[src/rtl/vpu_operand_fetch.sv]
`timescale 1ns/1ps
// Operand-get stage: on start, issues BEATS reads per enabled source and queues the
// returned words in per-source FIFOs; pulses done after a fixed latency.
module vpu_operand_fetch #(
    parameter int unsigned SRC_CNT = 3,
    parameter int unsigned ADDR_W  = 16,
    parameter int unsigned DATA_W  = 256,
    parameter int unsigned RD_LAT  = 2,
    parameter int unsigned BEATS   = 2
) (
    input  logic                       clk,
    input  logic                       rst_n,
    input  logic                       opget_start_i,
    input  logic [SRC_CNT-1:0]         rvalid_i,
    input  logic [SRC_CNT*ADDR_W-1:0]  raddr_i,
    output logic                       opget_done_o,
    output logic                       busy_o,
    output logic [SRC_CNT-1:0]         sram_rden_o,
    output logic [SRC_CNT*ADDR_W-1:0]  sram_raddr_o,
    input  logic [SRC_CNT*DATA_W-1:0]  sram_rdata_i,
    input  logic [SRC_CNT-1:0]         queue_rden_i,
    output logic [SRC_CNT*DATA_W-1:0]  queue_rdata_o,
    output logic [SRC_CNT-1:0]         queue_empty_o
);

    localparam int unsigned PTR_W  = (BEATS > 1) ? $clog2(BEATS) : 1;
    localparam int unsigned QCNT_W = $clog2(BEATS + 1);
    localparam int unsigned SEQ_W  = $clog2(BEATS + RD_LAT + 1);

    typedef enum logic [1:0] {S_IDLE, S_ISSUE, S_WAIT, S_DONE} state_t;

    state_t                    r_state;
    logic [SEQ_W-1:0]          r_cnt;
    logic [SRC_CNT*ADDR_W-1:0] r_base;
    logic [SRC_CNT-1:0]        r_rden;
    logic [SRC_CNT*ADDR_W-1:0] r_raddr;
    logic                      r_done;
    logic                      r_busy;
    logic [RD_LAT-1:0]         r_pipe [SRC_CNT];
    logic                      w_accept;

    assign w_accept     = (r_state == S_IDLE) && opget_start_i;
    assign opget_done_o = r_done;
    assign busy_o       = r_busy;
    assign sram_rden_o  = r_rden;
    assign sram_raddr_o = r_raddr;

    always_ff @(posedge clk) begin
        if (!rst_n) begin
            r_state <= S_IDLE;
            r_cnt   <= '0;
            r_base  <= '0;
            r_rden  <= '0;
            r_raddr <= '0;
            r_done  <= 1'b0;
            r_busy  <= 1'b0;
        end else begin
            case (r_state)
                S_IDLE: begin
                    if (opget_start_i) begin
                        r_state <= S_ISSUE;
                        r_busy  <= 1'b1;
                        r_base  <= raddr_i;
                        r_rden  <= rvalid_i;
                        r_raddr <= raddr_i;
                        r_cnt   <= '0;
                    end
                end
                S_ISSUE: begin
                    if (r_cnt == SEQ_W'(BEATS - 1)) begin
                        r_state <= S_WAIT;
                        r_rden  <= '0;
                        r_raddr <= '0;
                        r_cnt   <= '0;
                    end else begin
                        r_cnt <= r_cnt + 1'b1;
                        for (int unsigned k = 0; k < SRC_CNT; k++) begin
                            r_raddr[k*ADDR_W +: ADDR_W] <=
                                r_base[k*ADDR_W +: ADDR_W] + ADDR_W'(r_cnt + 1'b1);
                        end
                    end
                end
                S_WAIT: begin
                    if (r_cnt == SEQ_W'(RD_LAT - 1)) begin
                        r_state <= S_DONE;
                        r_done  <= 1'b1;
                        r_cnt   <= '0;
                    end else begin
                        r_cnt <= r_cnt + 1'b1;
                    end
                end
                default: begin
                    r_state <= S_IDLE;
                    r_done  <= 1'b0;
                    r_busy  <= 1'b0;
                end
            endcase
        end
    end

    // Delayed copy of each port's rden marks the cycle its read data is valid
    always_ff @(posedge clk) begin
        for (int unsigned k = 0; k < SRC_CNT; k++) begin
            if (!rst_n) begin
                r_pipe[k] <= '0;
            end else begin
                r_pipe[k][0] <= r_rden[k];
                for (int unsigned i = 1; i < RD_LAT; i++) begin
                    r_pipe[k][i] <= r_pipe[k][i-1];
                end
            end
        end
    end

    for (genvar g = 0; g < SRC_CNT; g++) begin : g_queue
        logic [DATA_W-1:0] r_mem [BEATS];
        logic [PTR_W-1:0]  r_wptr;
        logic [PTR_W-1:0]  r_rptr;
        logic [QCNT_W-1:0] r_qcnt;
        logic              w_push;
        logic              w_pop;

        assign w_push = r_pipe[g][RD_LAT-1];
        assign w_pop  = queue_rden_i[g] && (r_qcnt != '0);

        always_ff @(posedge clk) begin
            if (w_push) begin
                r_mem[r_wptr] <= sram_rdata_i[g*DATA_W +: DATA_W];
            end
        end

        // Flush on accepted start shares the reset path so stale entries never survive
        always_ff @(posedge clk) begin
            if (!rst_n || w_accept) begin
                r_wptr <= '0;
                r_rptr <= '0;
                r_qcnt <= '0;
            end else begin
                if (w_push) begin
                    r_wptr <= (r_wptr == PTR_W'(BEATS - 1)) ? '0 : r_wptr + 1'b1;
                end
                if (w_pop) begin
                    r_rptr <= (r_rptr == PTR_W'(BEATS - 1)) ? '0 : r_rptr + 1'b1;
                end
                if (w_push && !w_pop) begin
                    r_qcnt <= r_qcnt + 1'b1;
                end else if (!w_push && w_pop) begin
                    r_qcnt <= r_qcnt - 1'b1;
                end
            end
        end

        assign queue_rdata_o[g*DATA_W +: DATA_W] = r_mem[r_rptr];
        assign queue_empty_o[g]                  = (r_qcnt == '0);

        a_no_push_full: assert property (@(posedge clk) disable iff (!rst_n)
            !(w_push && (r_qcnt == QCNT_W'(BEATS))));
    end

endmodule

[config.mk]
export PLATFORM = sky130hd
export DESIGN_NAME = vpu_operand_fetch
export DESIGN_NICKNAME = d
export VERILOG_FILES = /design/src/rtl/vpu_operand_fetch.sv
export SDC_FILE = /design/constraint.sdc
export NUM_CORES = 1
export LEC_CHECK = 0
export ABC_AREA = 1
export ABC_CLOCK_PERIOD_IN_PS = 20800
export BUFFER_PORTS_ARGS = -buffer_cell sky130_fd_sc_hd__buf_2
export CELL_PAD_IN_SITES_DETAIL_PLACEMENT = 1
export CELL_PAD_IN_SITES_GLOBAL_PLACEMENT = 2
export CORE_AREA = 2 2 633 635
export CTS_CLUSTER_DIAMETER = 30
export CTS_CLUSTER_SIZE = 10
export DETAILED_ROUTE_END_ITERATION = 10
export DIE_AREA = 0 0 635 637
export GPL_TIMING_DRIVEN = 0
export PLACE_DENSITY = 0.41
export SKIP_CTS_REPAIR_TIMING = 1
export SYNTH_ARGS = -nofsm -noshare
export SYNTH_HDL_FRONTEND = slang
export SYNTH_SLANG_ARGS = --single-unit
[constraint.sdc]
create_clock -name clk -period 20.8 [get_ports clk]
set_input_delay 4.16 -clock clk [delete_from_list [all_inputs] [get_ports clk]]
set_output_delay 4.16 -clock clk [all_outputs]
set_load 0.05 [all_outputs]
**Word-level counts from Yosys, hierarchy flattened**

Memory sizes are Yosys's and may differ from the RTL's. A register that Yosys moved wholly into a read port is not among the register bits.
Cells that the tools add are included.

- Add/sub/neg operators: 17
- Equal/unequal tests: 6
- Mux-type cells: 49
- Bitwise operators: 8
- Reductions and logical operators: 39

Operators with widths:

| cell | number |
|---|---|
| 48-bit two-way mux | 2 |
| 48-bit one-hot mux with 2 select lines | 1 |
| 16-bit adder | 2 |
| 1-bit two-way mux | 28 |
| 2-bit two-way mux | 9 |
| 16-bit by 4-bit adder with 16-bit output | 1 |
| 2-bit nonzero test | 8 |
| 3-bit two-way mux | 4 |
| 3-bit one-hot mux with 2 select lines | 2 |
| 1-bit logical AND | 10 |
| 2-bit AND reduction | 5 |
| 2-bit logical NOT | 4 |
| 1-bit logical NOT | 7 |
| 1-bit adder, second input constant | 6 |
| 2-bit by 1-bit adder with 2-bit output, second input constant | 3 |
| 2-bit inequality test, second input constant | 3 |
| 1-bit OR | 6 |
| 2-bit one-hot mux with 3 select lines | 1 |
| 3-bit AND reduction | 2 |
| 2-bit by 1-bit subtractor with 2-bit output, second input constant | 3 |
| 3-bit by 1-bit adder with 4-bit output, second input constant | 1 |
| 1-bit one-hot mux with 2 select lines | 2 |
| 2-bit OR reduction | 2 |
| 3-bit by 1-bit adder with 3-bit output, second input constant | 1 |
| 5 further kinds | 6 |

- Bits in registers: 118
- Bits in writable memories: 1542
- Input bits: 825
- Memories kept: 4

Memories:

| memory | words | width | read ports | clocked after memory_dff | write ports | RTL line | source |
|---|---|---|---|---|---|---|---|
| g_queue[0].r_mem | 2 | 256 | 1 | 1 | 1 | 116 | `logic [DATA_W-1:0] r_mem [BEATS];` |
| g_queue[1].r_mem | 2 | 256 | 1 | 1 | 1 | 116 |  |
| g_queue[2].r_mem | 2 | 256 | 1 | 1 | 1 | 116 |  |
| r_pipe | 3 | 2 | 3 | 0 | 3 | 39 | `logic [RD_LAT-1:0] r_pipe [SRC_CNT];` |

**Longest topological paths before layout**

- Depth after elaboration: 5
- Gate-level depth with buffers: 12
- Depth with buffers taken out: 12

**Worst setup path before layout**

OpenSTA, ideal clock, no wires.

- Path type: register -> register
- From: mem r_pipe[0][1]
- To: mem g_queue[0].r_mem[0][0], enable pin
- Setup time: 884 ps
- Arrival time: 11107 ps
- Data required time: 19916 ps
- Slack: 8809 ps
- Stages on the path, launching flop included: 3
- Buffers on the path: 0
- Clock period less this slack: 11991 ps
- Cells stage by stage: dfxtp_1 > inv_1 > nor2_1

RTL lines:

| what | RTL line |
|---|---|
| start: declaration | 39 |
| end: declaration | 116 |

==> impl_metrics.csv <==
group,metric,value,unit
run_status,status,"finished, final reports clean",
detailed_routing,post_drt_wl_per_cell,29.3,um
placement,place_hpwl,267000,um
worst_setup_path,crit_type,"reg -> out",
clock_network,ctsRootBufferMaster,"clkbuf_16",
floorplanning,start_util,15.5,%
sta,fin_setup_tns,0,ns
floorplanning,core_area,0.398,mm2
worst_setup_path,critPathMaxStageDelay,0.77,ns
sta,period_share,36.2,%
floorplanning,dieArea,0.404,mm2
sta,slew_headroom,22.6,%
worst_setup_path,cp.required,16.64,ns
logic_synthesis,yosys-top-cells-area,"edfxtp_1 (75%), mux2_2 (14%), dfxtp_1 (4.1%), a21oi_1 (1.1%), o21ai_0 (0.87%)",
logic_synthesis,ys_ff_latch,1663,
logic_synthesis,yosys.area.top_type_share,74.9,%
placement,gp_congestion,0.832,
worst_setup_path,crit_slowest_cell,"dfxtp_1",
floorplanning,die_h,637,um
sta,tightestPinTransition,1.15,ns
worst_hold_path,hold_class,"reg -> reg",
worst_setup_path,crit_chain,"buf_2 -> buf_2 -> mux2_2 -> buf_2",
detailed_routing,vias_per_cell,3.65,
global_route,grt_first_pass_wirelength,422000,um
cells_and_area,drive_gt1_share,56.7,%
cells_and_area,fin_nets,6345,
placement,pre_cts_ws,13.99,ns
flow_run,cap_viol_max_count,0,
clock_network,clk_path_buf_depth,4,
worst_setup_path,cp.arrival,3.37,ns
logic_synthesis,yosys.area.top_type,"edfxtp_1",
global_route,grt_antenna_before_repair,356,
logic_synthesis,synth_area_per_cell,18.8,um2
sta,setup_viol,0,
power,ir_worst_vdd,0.0686,mV
clock_network,cts_sinks,1663,
sta,rsz0062_at_grt,"no",
detailed_routing,vias,41100,
logic_synthesis,syn_nets,4126,
worst_setup_path,rrSetupSlack,17.73,ns
global_route,overflow,0,
placement,io_buffers,1647,
clock_network,cts_tree,"done",
detailed_routing,wl,330000,um
floorplanning,rows,232,
power,p_per_area,138,mW/mm2
sta,setup_ws,13.27,ns
logic_synthesis,synthCells,3278,
worst_setup_path,crit_family,"buffers and inverters",
floorplanning,io_pins,1649,
worst_setup_path,worst_setup_path_end_kind,"output pin",
detailed_routing,drt-initial-drc-count,2645,
global_route,grt_use_total,15.8,%
sta,drv_slew,0,
detailed_routing,drtAntennaViolNets,0,
detailed_routing,drc,0,
worst_setup_path,cp_num_buf_inv,3,
worst_setup_path,crit_path_start_kind,"flip-flop",
clock_network,clk-insertion-delay-late,0.96,ns
logic_synthesis,ys_warn_count,0,
sta,fin_skew,0.0526,ns
sta,fin_crit,7.53,ns
worst_setup_path,timing.critical_path.mode_cell,"buf_2",
worst_setup_path,crit_fanout,10,
clock_network,htree_num_levels,6,
detailed_routing,dr.pass1.iters,5,
global_route,grt_pass1_vias,43400,
sta,hold_violations,0,
global_route,grt_max_degree,101,
power,leakage,34.9,nW
logic_synthesis,synth_seq_area_share,79.1,%
floorplanning,dieWidth,635,um
logic_synthesis,yosysUniqueCellTypes,37,
clock_network,clkTransAtPathRegs,0.04,ns
cells_and_area,area_growth,53.7,%
sta,max_freq,133,MHz
logic_synthesis,synth_area,0.0616,mm2
clock_network,numCtsBuffers,527,
cells_and_area,num-fill-cells,43000,
==> cell usage after synthesis, drive strengths merged <==
cell type     n
a211oi        2
a21oi       147
a31oi         2
and3          1
buf         105
clkbuf       22
dfxtp       127
edfxtp     1536
fa            3
ha           20
inv          83
mux2        768
nand2       143
nand3        66
nand3b        8
nand4         3
nor2         96
nor3          8
o211ai        1
o21a          3
o21ai       111
o21bai        2
o22ai         3
or2          13
xnor2         3
xor2          2
==> placed cells by master (no fill, tap or decap), types with 21 or more instances in the layout <==
cell and n:
clkbuf_16 534, clkbuf_1 110, mux2_2 768, bufinv_16 40, o21ai_0 107, nor2_1 87
edfxtp_1 1536, buf_12 30, buf_2 1742, clkinvlp_4 21, inv_1 76, nand3_1 66
diode_2 74, clkinv_2 92, clkinv_1 119, nand2_1 138, a21oi_1 135, dfxtp_1 127
==> flip-flops by register name, summed over array words and instances (netlist names), named ones only <==
name	flops
r_state	2
g_queue.r_wptr	3
busy_o	1
g_queue.r_qcnt	6
r_cnt	3
g_queue.r_rptr	3
g_queue.r_mem	1536
r_base	48
sram_raddr_o	48
r_pipe	6
sram_rden_o	3
opget_done_o	1
==> where the power goes <==
part           total, mW  internal (mW)  switching [mW]
clock network       7.56           5.17            2.39
logic               1.59          0.411            1.18
registers           3.89           3.81          0.0743
==> final cells by class <==
| type | instances | area, um2 | share of cell area (%) |
|---|---|---|---|
| plain buffers | 127 | 667 | 0.705 |
| inverters | 83 | 337 | 0.356 |
| flip-flops and latches | 1663 | 48700 | 51.4 |
| clock inverters | 323 | 3290 | 3.48 |
| well taps | 5265 | 6590 | 6.96 |
| multi-input cells | 1405 | 11900 | 12.6 |
| repair buffers | 1690 | 9200 | 9.72 |
| clock buffers | 627 | 13800 | 14.5 |
| diodes | 74 | 185 | 0.196 |
==> cell families (layout without fill, tap and decap cells) <==
| group | after synthesis | after routing | synth area share (%) |
|---|---|---|---|
| fa+ha+maj | 23 | 23 | 0.504 |
| other cells | 0 | 74 | 0 |
| simple gates | 338 | 338 | 2.40 |
| mux | 768 | 768 | 14.0 |
| flops | 1663 | 1663 | 79.1 |
| compound gates | 271 | 271 | 2.33 |
| buf+inv | 210 | 2850 | 1.59 |
| xor+xnor | 5 | 5 | 0.0711 |
==> final timing paths <==
path,startpoint,end,cells after the start
setup / recovery,flip-flop,queue_rdata_o[481],4
hold / removal,r_pipe[1][0],r_pipe[1][1],2
setup reg to reg,r_cnt[0],sram_raddr_o[20],8
hold reg to reg,r_pipe[1][0],r_pipe[1][1],2
==> metrics by stage <==
stage               power [mW]  cells  hold WS (ns)  util (%)  area (um2)
detailed placement        5.56  10200         0.410      19.4       77400
finish                    13.0  11300         0.393      23.8       94600
global route              13.5  11200         0.422      23.7       94500
global placement          5.59  10200         0.409      19.2       76400
CTS                       13.3  11200         0.386      23.7       94400
floorplan                 4.93   3278         0.390         -       61600
==> worst min-delay path: cells and delay by family (launching register included) <==
| family | cells | cell delay, ns |
|---|---|---|
| DFF | 1 | 0.30 |
| and+or+nand+nor | 1 | 0.05 |
| buffers and inverters | 1 | 0.04 |
==> per-layer routing <==
layer / GRT usage (%) / vias up / wire [um]
li1: - / 17400 / -
met1: 16.8 / 20600 / 120000
met3: 7.40 / 922 / 34000
met5: 0 / - / 967
met2: 27.2 / 2045 / 163000
met4: 5.45 / 148 / 11700
Note: power is estimated with default switching activity, not from simulation.
